==> src/rtl/io_register_bank.sv <==
// Memory-mapped I/O register bank: registered reads with a one-cycle
// read-valid, direction/output control and per-pin edge interrupts.
//
// Ports:
//   clk, reset                 clock, async active-high reset
//   wr_en, rd_en, addr         bus strobes and register address
//   wr_data / rd_data          bus write data / registered read data
//   rd_valid                   high the cycle after rd_en
//   io_in                      asynchronous pin inputs
//   io_out, io_oe              DATA_OUT and DIR registers
//   irq                        OR of IRQ_STATUS & IRQ_ENABLE
module io_register_bank #(
    parameter int DATA_WIDTH = 64,
    parameter int NUM_IO     = 8,
    parameter int ADDR_WIDTH = 3
) (
    input  logic                  clk,
    input  logic                  reset,
    input  logic                  wr_en,
    input  logic                  rd_en,
    input  logic [ADDR_WIDTH-1:0] addr,
    input  logic [DATA_WIDTH-1:0] wr_data,
    output logic [DATA_WIDTH-1:0] rd_data,
    output logic                  rd_valid,
    input  logic [NUM_IO-1:0]     io_in,
    output logic [NUM_IO-1:0]     io_out,
    output logic [NUM_IO-1:0]     io_oe,
    output logic                  irq
);

    localparam logic [ADDR_WIDTH-1:0] A_DIN  = ADDR_WIDTH'(0);
    localparam logic [ADDR_WIDTH-1:0] A_DOUT = ADDR_WIDTH'(1);
    localparam logic [ADDR_WIDTH-1:0] A_DIR  = ADDR_WIDTH'(2);
    localparam logic [ADDR_WIDTH-1:0] A_STS  = ADDR_WIDTH'(3);
    localparam logic [ADDR_WIDTH-1:0] A_EN   = ADDR_WIDTH'(4);
    localparam logic [ADDR_WIDTH-1:0] A_RISE = ADDR_WIDTH'(5);
    localparam logic [ADDR_WIDTH-1:0] A_FALL = ADDR_WIDTH'(6);

    logic [NUM_IO-1:0] s1_q, s2_q, s3_q;
    logic [NUM_IO-1:0] dout_q, dout_d;
    logic [NUM_IO-1:0] dir_q, dir_d;
    logic [NUM_IO-1:0] sts_q, sts_d;
    logic [NUM_IO-1:0] en_q, en_d;
    logic [NUM_IO-1:0] rise_en_q, rise_en_d;
    logic [NUM_IO-1:0] fall_en_q, fall_en_d;
    logic [DATA_WIDTH-1:0] rd_data_q, rd_data_d;
    logic                  rd_valid_q;

    logic [NUM_IO-1:0] wd;
    logic [NUM_IO-1:0] rise, fall, set, clr;
    logic [NUM_IO-1:0] rd_sel;

    // Register bits at and above NUM_IO do not exist.
    assign wd = wr_data[NUM_IO-1:0];

    generate
        if (NUM_IO < DATA_WIDTH) begin : g_unused
            logic unused_hi;
            assign unused_hi = ^wr_data[DATA_WIDTH-1:NUM_IO];
        end
    endgenerate

    // s3 is history for edge detection on the synchronised value.
    assign rise = s2_q & ~s3_q;
    assign fall = ~s2_q & s3_q;
    assign set  = (rise & rise_en_q) | (fall & fall_en_q);

    always_comb begin
        dout_d    = dout_q;
        dir_d     = dir_q;
        en_d      = en_q;
        rise_en_d = rise_en_q;
        fall_en_d = fall_en_q;
        clr       = '0;
        if (wr_en) begin
            case (addr)
                A_DOUT:  dout_d    = wd;
                A_DIR:   dir_d     = wd;
                A_STS:   clr       = wd;
                A_EN:    en_d      = wd;
                A_RISE:  rise_en_d = wd;
                A_FALL:  fall_en_d = wd;
                default: ;
            endcase
        end
        // Set is applied after clear so a same-cycle event wins.
        sts_d = (sts_q & ~clr) | set;
    end

    always_comb begin
        rd_sel = '0;
        case (addr)
            A_DIN:   rd_sel = s2_q;
            A_DOUT:  rd_sel = dout_q;
            A_DIR:   rd_sel = dir_q;
            A_STS:   rd_sel = sts_q;
            A_EN:    rd_sel = en_q;
            A_RISE:  rd_sel = rise_en_q;
            A_FALL:  rd_sel = fall_en_q;
            default: rd_sel = '0;
        endcase
        rd_data_d = rd_data_q;
        if (rd_en) begin
            rd_data_d = '0;
            rd_data_d[NUM_IO-1:0] = rd_sel;
        end
    end

    always_ff @(posedge clk or posedge reset) begin
        if (reset) begin
            s1_q       <= '0;
            s2_q       <= '0;
            s3_q       <= '0;
            dout_q     <= '0;
            dir_q      <= '0;
            sts_q      <= '0;
            en_q       <= '0;
            rise_en_q  <= '0;
            fall_en_q  <= '0;
            rd_data_q  <= '0;
            rd_valid_q <= 1'b0;
        end else begin
            s1_q       <= io_in;
            s2_q       <= s1_q;
            s3_q       <= s2_q;
            dout_q     <= dout_d;
            dir_q      <= dir_d;
            sts_q      <= sts_d;
            en_q       <= en_d;
            rise_en_q  <= rise_en_d;
            fall_en_q  <= fall_en_d;
            rd_data_q  <= rd_data_d;
            rd_valid_q <= rd_en;
        end
    end

    assign rd_data  = rd_data_q;
    assign rd_valid = rd_valid_q;
    assign io_out   = dout_q;
    assign io_oe    = dir_q;
    assign irq      = |(sts_q & en_q);

endmodule

==> config.mk <==
export PLATFORM = sky130hd
export DESIGN_NAME = io_register_bank
export DESIGN_NICKNAME = d
export VERILOG_FILES = /design/src/rtl/io_register_bank.sv
export SDC_FILE = /design/constraint.sdc
export NUM_CORES = 1
export LEC_CHECK = 0
export BUFFER_PORTS_ARGS = -buffer_cell sky130_fd_sc_hd__buf_2
export CAP_MARGIN = 15
export CORE_UTILIZATION = 35
export DETAILED_ROUTE_END_ITERATION = 6
export GPL_TIMING_DRIVEN = 0
export PLACE_DENSITY_LB_ADDON = 0.15
export SLEW_MARGIN = 20
export SYNTH_ARGS = -nofsm -noshare
export SYNTH_HDL_FRONTEND = slang
export SYNTH_SLANG_ARGS = --single-unit
==> constraint.sdc <==
create_clock -name clk -period 3.2 [get_ports clk]
set_input_delay 0.32 -clock clk [delete_from_list [all_inputs] [get_ports clk]]
set_output_delay 0.32 -clock clk [all_outputs]
set_load 0.01 [all_outputs]
==> flow_metrics.py <==
metrics = {
    "timing": {
        "final-max-slew-violation-count": 0,
        "hold_ws_ns": -0.00820,
        "setup_slack_ns": 1.52,
        "finClkSkew_ns": 0.0103,
        "fin_crit_ns": 1.68,
        "setup_viol": 0,
        "rsz0062_at_grt": "no",
        "finalCritPeriodShare": 0.526,
        "clock.fmax_mhz": 594,
        "worst_pin_slew_ns": 0.943,
        "hold_viol": 5,
        "slew_headroom": 0.366,
    },
    "clock_network": {
        "ctsResizeCount": 0,
        "cts_made_buffers": 9,
        "path_clk_slew_ns": 0.08,
        "cts_buffer_depth": 2,
        "cts_hold_buffers": 0,
        "cts_tree": "yes",
        "cts_setup_buffers": 0,
        "htreeDepth": 3,
        "clock-root-buffer": "clkbuf_8",
        "clock_sinks": 81,
        "clock_latency_ns": 0.34,
    },
    "yosys": {
        "ys.flop_type": "dfrtp_1",
        "synth_edf_count": 0,
        "syn_area_sq_mm": 0.00387,
        "synth_top_area_cell": "dfrtp_1",
        "synth_most_common_cell": "dfrtp_1",
        "ys_warn_count": 0,
        "synth_commonest_cells": "81 x dfrtp_1, 57 x buf_4, 32 x nand2_1",
        "synth_seq_cells": 81,
        "syn-instance-count": 331,
        "yosysSeqAreaShare": 0.524,
        "syn_area_per_cell_sq_um": 11.7,
        "synthArstFlopShare": 1.00,
        "synthTopCellsByArea": "dfrtp_1 52%, buf_4 11%, mux2_2 7.9%",
        "yosys.area.top_type_share": 0.524,
        "synth_cell_type_count": 33,
    },
    "run_status": {
        "violations": "negative hold slack",
        "status": "finished with violations",
    },
    "drt": {
        "drt_iter0_drc": 132,
        "antenna_left": 0,
        "wl_mm": 8.56,
        "first_pass_iters": 4,
        "viasPerCell": 4.48,
        "num_vias": 2650,
        "routedWlPerCell_um": 14.5,
        "drc_errors": 0,
    },
    "placement": {
        "gp_congestion": 0.767,
        "placed_cell_area_sq_mm": 0.00452,
        "post-dp-hpwl_mm": 6.09,
        "dp_slack_ns": 1.23,
        "io_buffers": 48,
    },
    "critical_path": {
        "critical_path_required_ns": 2.88,
        "startpoint_type": "flip-flop",
        "end_kind": "primary output",
        "cpMaxStageDelayCell": "dfrtp_1",
        "slowest_delay_ns": 0.43,
        "crit_chain": "a22oi_1, nand4_1, buf_2",
        "crit_arrival_ns": 1.36,
        "crit_type": "flip-flop to primary output",
        "path_max_fanout": 3,
        "crit_family": "flip-flops",
        "worst-path-buf-inv": 1,
    },
    "power": {
        "leakage_nw": 2.36,
        "ir_worst_vdd_v": 0.000298,
        "switching_share": 0.273,
        "p_seq_frac": 0.481,
        "p_int_w": 0.00198,
        "combPwrFrac": 0.197,
        "p_sw_w": 0.000743,
        "p_clk_frac": 0.323,
        "pwr_density_cell_mw_per_mm2": 573,
    },
    "global_route": {
        "busiest_layer": "met2",
        "met1_usage": 0.227,
        "use_met3": 0.0456,
        "grt_pass1_vias": 2568,
        "track_usage": 0.163,
        "use_met2": 0.252,
        "antenna_found_initial": 0,
        "grt_max_degree": 45,
        "overflow": 0,
        "grt_first_pass_wirelength_mm": 13.9,
    },
    "min_path": {
        "hold_class": "input pin to asynchronous set/reset pin",
    },
    "die": {
        "coreArea_sq_mm": 0.0108,
        "die_w_um": 107,
        "fp.dieH_um": 107,
        "ios": 161,
        "row_count": 38,
        "start_util": 0.359,
        "die_area_sq_mm": 0.0115,
    },
    "final_layout": {
        "drive_above_1_share": 0.373,
        "final_nets": 525,
        "area_growth_pct": 22.9,
        "fin_area_sq_mm": 0.00476,
        "insertedDiodeCount": 0,
    },
    "flow_run": {
        "maxCapViolations": 0,
    },
}
state kept, by name (all words and copies together) (netlist names):
register,count
s2_q,8
sts_q,8
fall_en_q,8
rd_data,8
rise_en_q,8
io_oe,8
en_q,8
rd_valid,1
io_out,8
s3_q,8
s1_q,8
power by group through the flow:
stage	Clock [W]	Sequential, W	Combinational [W]
global route	0.000952	0.00133	0.000597
finish	0.000879	0.00131	0.000536
CTS	0.000909	0.00131	0.000539
global placement	0	0.00133	0.000524
detailed placement	0	0.00133	0.000538
floorplan	0	0.00132	0.000357
per-layer routing:
metal / up-vias / routed length [um]
li1: 1269 / -
met1: 1266 / 4070
met2: 111 / 3900
met3: 4 / 542
met4: 0 / 45
met5: - / 0
through the flow:
step	TNS, ns	instances	hold slack, ns	power (W)	utilization
after CTS	0	591	0.000681	0.00276	0.441
after floorplan	0	386	0.331	0.00168	-
after global routing	0	591	0.0122	0.00288	0.441
after detailed placement	0	575	0.335	0.00187	0.419
final	0	591	-0.00820	0.00272	0.441
after global placement	-19.56	574	0.333	0.00185	0.416
cells in the final DEF (no fill, tap or decap), types with 2 or more instances in the layout:
master	instances
mux2i_1	16
nand4b_1	2
nand3_1	2
clkbuf_1	6
nor3_1	10
inv_1	13
o21ai_0	7
bufinv_16	3
nor2_4	2
nand3b_1	9
a211oi_1	2
buf_4	57
clkbuf_8	9
a32o_1	5
o32ai_1	5
dfrtp_1	81
nand2b_1	4
o211ai_1	8
a21oi_1	2
mux2_2	27
conb_1	56
mux2_4	8
nor2_1	7
buf_6	3
a22oi_1	4
buf_2	53
nand2_1	32
o22ai_1	7
final timing paths:
| check | from | endpoint | slack, ns | cells after the start |
|---|---|---|---|---|
| setup / recovery | sts_q[2]$_DFF_PP0_ | irq | 1.52 | 3 |
| hold / removal | reset | s1_q[7]$_DFF_PP0_ | -0.008 | 2 |
| setup reg to reg | sts_q[6]$_DFF_PP0_ | rd_data[6]$_DFFE_PP0P_ | 1.94 | 3 |
| hold reg to reg | s1_q[5]$_DFF_PP0_ | s2_q[5]$_DFF_PP0_ | 0.34 | 0 |
| max in group asynchronous | reset | en_q[0]$_DFFE_PP0P_ | 2.64 | 3 |
| min in group clk | io_in[0] | s1_q[0]$_DFF_PP0_ | 0.07 | 1 |
area by class of cell:
cell class	instances	area [sq um]
clock buffers	11	131
plain buffers	69	502
repair buffers	49	268
flip-flops and latches	81	2030
clock inverters	5	104
well taps	140	175
inverters	14	55.1
fillers	1038	6040
multi-input cells	222	1500
cell families after synthesis:
logic type / share of synthesized area
buffers and inverters: 0.143
other: 0.000969
DFF: 0.524
and+or+nand+nor: 0.0986
muxes: 0.157
AOI/OAI and AO/OA: 0.0766
Power figures use the tool's default switching activity.
